**config.mk**
```make
export PLATFORM = sky130hd
export DESIGN_NAME = guess_game_ctrl_flat
export DESIGN_NICKNAME = d
export VERILOG_FILES = /design/src/rtl/guess_game_ctrl_if.sv /design/src/rtl/guess_game_ctrl.sv /design/src/flat_wrapper.sv
export SDC_FILE = /design/constraint.sdc
export NUM_CORES = 1
export LEC_CHECK = 0
export ABC_AREA = 1
export CORE_AREA = 2 2 68 70
export CTS_CLUSTER_DIAMETER = 200
export DETAILED_ROUTE_END_ITERATION = 8
export DIE_AREA = 0 0 70 72
export GPL_TIMING_DRIVEN = 0
export PLACE_DENSITY_LB_ADDON = 0.15
export REMOVE_ABC_BUFFERS = 1
export SLEW_MARGIN = 10
export SYNTH_ARGS = -nofsm -noshare
export SYNTH_HDL_FRONTEND = slang
export SYNTH_SLANG_ARGS = --single-unit
export TNS_END_PERCENT = 30
```
**constraint.sdc**
```tcl
create_clock -name clk -period 3 [get_ports clk]
set_input_delay 0.6 -clock clk [delete_from_list [all_inputs] [get_ports clk]]
set_output_delay 0.6 -clock clk [all_outputs]
set_load 0.02 [all_outputs]
```
**src/rtl/guess_game_ctrl_if.sv**
```systemverilog
// Signal bundle between the guess-game controller and the board-side logic
// (switches, random source, display and beeper drivers).
interface guess_game_ctrl_if #(
  parameter int unsigned GW = 7
);
  logic          en;
  logic          new_game;
  logic          submit;
  logic          tick;
  logic [GW-1:0] guess;
  logic [GW-1:0] rand_val;
  logic [2:0]    state;
  logic [3:0]    level;
  logic [GW-1:0] target;
  logic [3:0]    tries_left;
  logic [7:0]    time_left;
  logic          correct_pulse;
  logic          wrong_pulse;
  logic          win;
  logic          lose;

  modport master (
    output en, new_game, submit, tick, guess, rand_val,
    input  state, level, target, tries_left, time_left,
    input  correct_pulse, wrong_pulse, win, lose
  );

  modport slave (
    input  en, new_game, submit, tick, guess, rand_val,
    output state, level, target, tries_left, time_left,
    output correct_pulse, wrong_pulse, win, lose
  );
endinterface

```
**src/rtl/guess_game_ctrl.sv**
```systemverilog
// Multi-round switch-guessing game controller: per-round target, limited
// attempts, per-attempt countdown on an external 1 Hz tick.
module guess_game_ctrl #(
  parameter int unsigned LEVELS    = 3,
  parameter int unsigned BASE_W    = 5,
  parameter int unsigned MAX_TRIES = 3,
  parameter int unsigned TIME_S    = 10
) (
  input logic              clk,
  input logic              rst,
  guess_game_ctrl_if.slave bus
);
  localparam int unsigned GW = BASE_W + LEVELS - 1;

  typedef enum logic [2:0] {
    IDLE  = 3'd0,
    READY = 3'd1,
    LOAD  = 3'd2,
    PLAY  = 3'd3,
    JUDGE = 3'd4,
    WIN   = 3'd5,
    LOSE  = 3'd6
  } state_t;

  state_t        state_q, state_n;
  logic [3:0]    level_q, level_n;
  logic [GW-1:0] target_q, target_n;
  logic [GW-1:0] guess_q, guess_n;
  logic          timeout_q, timeout_n;
  logic [3:0]    tries_q, tries_n;
  logic [7:0]    time_q, time_n;
  logic          correct_q, correct_n;
  logic          wrong_q, wrong_n;
  logic          win_q, lose_q;

  // Bits below BASE_W+lvl are live for the given round
  function automatic logic [GW-1:0] lvl_mask(input logic [3:0] lvl);
    logic [GW-1:0] m;
    for (int unsigned i = 0; i < GW; i++) begin
      m[i] = (i < BASE_W + 32'(lvl));
    end
    return m;
  endfunction

  always_comb begin
    state_n   = state_q;
    level_n   = level_q;
    target_n  = target_q;
    guess_n   = guess_q;
    timeout_n = timeout_q;
    tries_n   = tries_q;
    time_n    = time_q;
    correct_n = 1'b0;
    wrong_n   = 1'b0;

    if (!bus.en) begin
      state_n = IDLE;
    end else if (bus.new_game && (state_q != IDLE) && (state_q != LOAD)) begin
      state_n = LOAD;
      level_n = 4'd0;
    end else begin
      unique case (state_q)
        IDLE:  state_n = READY;
        READY: state_n = READY;
        LOAD: begin
          target_n = bus.rand_val & lvl_mask(level_q);
          tries_n  = 4'(MAX_TRIES);
          time_n   = 8'(TIME_S);
          state_n  = PLAY;
        end
        PLAY: begin
          // submit has priority; a coincident tick is dropped
          if (bus.submit) begin
            guess_n   = bus.guess & lvl_mask(level_q);
            timeout_n = 1'b0;
            state_n   = JUDGE;
          end else if (bus.tick) begin
            if (time_q == 8'd1) begin
              time_n    = 8'd0;
              timeout_n = 1'b1;
              state_n   = JUDGE;
            end else begin
              time_n = time_q - 8'd1;
            end
          end
        end
        JUDGE: begin
          if (!timeout_q && (guess_q == target_q)) begin
            correct_n = 1'b1;
            if (level_q == 4'(LEVELS - 1)) begin
              state_n = WIN;
            end else begin
              level_n = level_q + 4'd1;
              state_n = LOAD;
            end
          end else begin
            wrong_n = 1'b1;
            tries_n = tries_q - 4'd1;
            if (tries_q == 4'd1) begin
              state_n = LOSE;
            end else begin
              time_n  = 8'(TIME_S);
              state_n = PLAY;
            end
          end
        end
        WIN:     state_n = WIN;
        LOSE:    state_n = LOSE;
        default: state_n = IDLE;
      endcase
    end
  end

  always_ff @(posedge clk) begin
    if (rst) begin
      state_q   <= IDLE;
      level_q   <= 4'd0;
      target_q  <= '0;
      guess_q   <= '0;
      timeout_q <= 1'b0;
      tries_q   <= 4'd0;
      time_q    <= 8'd0;
      correct_q <= 1'b0;
      wrong_q   <= 1'b0;
      win_q     <= 1'b0;
      lose_q    <= 1'b0;
    end else begin
      state_q   <= state_n;
      level_q   <= level_n;
      target_q  <= target_n;
      guess_q   <= guess_n;
      timeout_q <= timeout_n;
      tries_q   <= tries_n;
      time_q    <= time_n;
      correct_q <= correct_n;
      wrong_q   <= wrong_n;
      win_q     <= (state_n == WIN);
      lose_q    <= (state_n == LOSE);
    end
  end

  assign bus.state         = state_q;
  assign bus.level         = level_q;
  assign bus.target        = target_q;
  assign bus.tries_left    = tries_q;
  assign bus.time_left     = time_q;
  assign bus.correct_pulse = correct_q;
  assign bus.wrong_pulse   = wrong_q;
  assign bus.win           = win_q;
  assign bus.lose          = lose_q;
endmodule
```
**src/flat_wrapper.sv**
```systemverilog
// flat-port wrapper written by rule: the top's interface ports become plain ports
module guess_game_ctrl_flat 
#(
  parameter int unsigned LEVELS    = 3,
  parameter int unsigned BASE_W    = 5,
  parameter int unsigned MAX_TRIES = 3,
  parameter int unsigned TIME_S    = 10
)
  (clk, rst, bus_en, bus_new_game, bus_submit, bus_tick, bus_guess, bus_rand_val, bus_state, bus_level, bus_target, bus_tries_left, bus_time_left, bus_correct_pulse, bus_wrong_pulse, bus_win, bus_lose);
  guess_game_ctrl_if bus_i ();
  input logic clk;
  input logic rst;
  input wire logic [$bits(bus_i.en)-1:0] bus_en;
  input wire logic [$bits(bus_i.new_game)-1:0] bus_new_game;
  input wire logic [$bits(bus_i.submit)-1:0] bus_submit;
  input wire logic [$bits(bus_i.tick)-1:0] bus_tick;
  input wire logic [$bits(bus_i.guess)-1:0] bus_guess;
  input wire logic [$bits(bus_i.rand_val)-1:0] bus_rand_val;
  output wire logic [$bits(bus_i.state)-1:0] bus_state;
  output wire logic [$bits(bus_i.level)-1:0] bus_level;
  output wire logic [$bits(bus_i.target)-1:0] bus_target;
  output wire logic [$bits(bus_i.tries_left)-1:0] bus_tries_left;
  output wire logic [$bits(bus_i.time_left)-1:0] bus_time_left;
  output wire logic [$bits(bus_i.correct_pulse)-1:0] bus_correct_pulse;
  output wire logic [$bits(bus_i.wrong_pulse)-1:0] bus_wrong_pulse;
  output wire logic [$bits(bus_i.win)-1:0] bus_win;
  output wire logic [$bits(bus_i.lose)-1:0] bus_lose;
  assign bus_i.en = bus_en;
  assign bus_i.new_game = bus_new_game;
  assign bus_i.submit = bus_submit;
  assign bus_i.tick = bus_tick;
  assign bus_i.guess = bus_guess;
  assign bus_i.rand_val = bus_rand_val;
  assign bus_state = bus_i.state;
  assign bus_level = bus_i.level;
  assign bus_target = bus_i.target;
  assign bus_tries_left = bus_i.tries_left;
  assign bus_time_left = bus_i.time_left;
  assign bus_correct_pulse = bus_i.correct_pulse;
  assign bus_wrong_pulse = bus_i.wrong_pulse;
  assign bus_win = bus_i.win;
  assign bus_lose = bus_i.lose;
  guess_game_ctrl #(.LEVELS(LEVELS), .BASE_W(BASE_W), .MAX_TRIES(MAX_TRIES), .TIME_S(TIME_S)) u_core (.clk(clk), .rst(rst), .bus(bus_i));
endmodule
```
==> impl_metrics.toml <==
[pwr]
power_leakage_uw = 0.00129
p_per_area_nw_per_um2 = 335
ir_drop_mv = 0.270

[routing]
drtPass1Iterations = 4
drt_iter0_drc = 135
num_vias = 2312
wire_per_inst_um = 11.6
routed_wl_um = 5260
drcViolationCount = 0
vias_per_cell = 5.10
ant_nets = 0

[worst_setup_path]
start_kind = "input pin"
crit_arrival_ns = 2.54
crit_buf_inv = 2
crit_slowest_cell = "clkdlybuf4s50_1"
cp_data_required_time_ns = 3.17
worstPathMaxFanout = 18
max_stage_delay_ns = 0.79
criticalPathCategory = "in -> reg"
crit_family = "buffers and inverters"
endpoint_kind = "flip-flop"
path_cells = "clkdlybuf4s50_1 -> clkinv_1 -> nand2_1 -> o21ai_0"

[grt]
grt_pass1_wl_um = 8780
grt-ovfl-total = 0
grt_antenna_before_repair = 0
track_usage_pct = 21.6
grt_pass1_vias = 2077
grt_start_max_net_pins = 19

[final_layout]
final_nets = 427
diodes = 0
synthToLayoutAreaGrowth_pct = 27.5
drive_gt1_share_pct = 8.23
multiInputGateArea_um2 = 1290
n_fill_cell = 404
finalInstanceArea_um2 = 2910
register_area_um2 = 761

[yosys]
synth_top_family_by_area = "simple AND/OR/NAND/NOR gates"
synth_edf_count = 0
ys_top_cells_by_area = "dfxtp_1 (33%), nand2_1 (14%), nand3_1 (9.4%)"
ys_seq_area_share_pct = 33.4
yosys.area.top_type = "dfxtp_1"
ys_ff_latch = 38
synth_cell_type_count = 29
syn_inst = 347
synth_xor_area_share_pct = 2.69
synth_top_flop_cell = "dfxtp_1"
synthMuxAreaShare_pct = 0
syn_area_per_cell_um2 = 6.57
ys_warn_count = 0
synthArstFlopShare_pct = 0
synthSimpleGateAreaFrac_pct = 39.8
synthAdderAreaFrac_pct = 3.84
syn_area_um2 = 2280
synth_compound_area_share_pct = 10.0
yosysTopAreaCellShare_pct = 33.4

[worst_hold_path]
hold_path_class = "reg -> reg"

[run_status]
status = "finished clean"

[floorplanning]
die_y_um = 72
fp.coreArea_um2 = 4260
pin_count = 50
die_w_um = 70
start_util_pct = 53.5
die_area_um2 = 5040
placementRows = 24

[timing]
slew_violations = 0
hold_viol_final = 0
clock_skew_ns = 0.00836
period_minus_slack_ns = 2.37
fmax_mhz = 422
tns_ns = 0
layout_setup_ws_ns = 0.631
maxSlewHeadroom_pct = 64.5
setup_viol = 0
finalCritPeriodShare_pct = 79.0
rsz0062_at_grt = "no"
worst_slew_pin_slew_ns = 0.529

[clock_network]
clk_latency_ns = 0.29
clk_path_buf_depth = 2
h-tree-depth = 2
clk_pin_slew_ns = 0.07
cts_tree = "built"
cts_setup_buffers = 0
cts-hold-fix-buffers = 0
cts_buffers = 5
clock_sinks = 38
cts_root_buf = "clkbuf_8"
cts_resized = 0

[placement]
dpl_cell_area_um2 = 2820
dpl.hpwl_um = 4060
place_congestion = 0.879
io_buffers = 49
placement.setup.worst_slack_ns = 0.299

[job]
cap_violations = 0
==> synthesized netlist by cell type, types with 4 or more instances <==
cell and number:
nor2_2 4, nand2_1 84, xor2_1 5, a21oi_1 15
inv_1 47, nand3_1 43, nand2_4 4, nand4_1 7
nor3_1 5, ha_1 7, dfxtp_1 38, nor2_1 39
nand2_2 4, o21ai_0 18, inv_2 5
==> report_power, final <==
group / total, uW / internal [uW] / switching [uW]
combinational: 98.3 / 44.9 / 53.4
clock: 362 / 185 / 177
sequential: 513 / 508 / 4.64
==> cell usage in the layout, fill, tap and decap left out, types with 4 or more instances in the layout <==
| cell type | synthesis | final |
|---|---|---|
| nand4_1 | 7 | 7 |
| nand2_4 | 4 | 4 |
| inv_1 | 47 | 47 |
| xor2_1 | 5 | 5 |
| clkdlybuf4s50_1 | 0 | 49 |
| a21oi_1 | 15 | 15 |
| nand2_1 | 84 | 84 |
| clkbuf_8 | 0 | 6 |
| dfxtp_1 | 38 | 38 |
| inv_2 | 5 | 5 |
| nor2_1 | 39 | 39 |
| o21ai_0 | 18 | 18 |
| nand2_2 | 4 | 4 |
| nor3_1 | 5 | 5 |
| nor2_2 | 4 | 4 |
| nand3_1 | 43 | 43 |
| ha_1 | 7 | 7 |
==> worst min-delay path, cell delays in order, from the launching register on <==
cell,delay [ns]
dfxtp_1,0.31
inv_1,0.07
a21oi_1,0.06
==> per-layer routing <==
metal  vias to the layer above  wire length (um)  GRT usage (%)
met3                        10               295           4.44
met5                         -                 0              0
met4                         0                91           9.19
li1                       1211                 -              -
met2                        64              2530           36.9
met1                      1027              2350           26.7
==> cell families (layout without fill, tap and decap cells) <==
group,Yosys count,after routing
DFF,38,38
xor gates and xnor gates,7,7
AOI/OAI and AO/OA,42,42
adders and majority gates,7,7
and+or+nand+nor,195,195
buffers and inverters,58,112
==> worst paths after layout <==
check | startpoint | depth (start not counted) | end | slack (ns)
setup reg to reg | u_core.bus.tries_left[0]$_SDFFE_PP0P_ | 9 | u_core.bus.time_left[2]$_SDFFE_PP0P_ | 1.33
hold reg to reg | u_core.timeout_q$_SDFFE_PP0P_ | 2 | u_core.timeout_q$_SDFFE_PP0P_ | 0.48
setup / recovery | rst | 4 | u_core.guess_q[5]$_SDFFE_PP0P_ | 0.63
hold / removal | u_core.timeout_q$_SDFFE_PP0P_ | 2 | u_core.timeout_q$_SDFFE_PP0P_ | 0.48
==> layout make-up <==
cell class	instances	share of cell area [%]
clock inverter	1	0.172
timing repair buffer	49	16.9
clock buffer	7	2.97
tap	52	2.24
sequential	38	26.2
multi-input combinational	251	44.3
inverter	55	7.32
==> through the flow <==
step | power, uW | util [%] | instances | hold slack [ns]
2_1_floorplan | 574 | - | 344 | 0.450
3_3_place_gp | 621 | 66.0 | 445 | 0.469
3_5_place_dp | 622 | 66.0 | 445 | 0.477
4_1_cts | 984 | 68.2 | 453 | 0.488
5_1_grt | 1020 | 68.2 | 453 | 0.503
6_report | 973 | 68.2 | 453 | 0.481
==> flip-flops by register name, indices dropped and copies added, names as in the netlist <==
register                  cells
u_core.bus.correct_pulse      1
u_core.bus.level              4
u_core.bus.lose               1
u_core.bus.state              3
u_core.bus.target             7
u_core.bus.time_left          8
u_core.bus.tries_left         4
u_core.bus.win                1
u_core.bus.wrong_pulse        1
u_core.guess_q                7
u_core.timeout_q              1
Power figures use the tool's default switching activity.
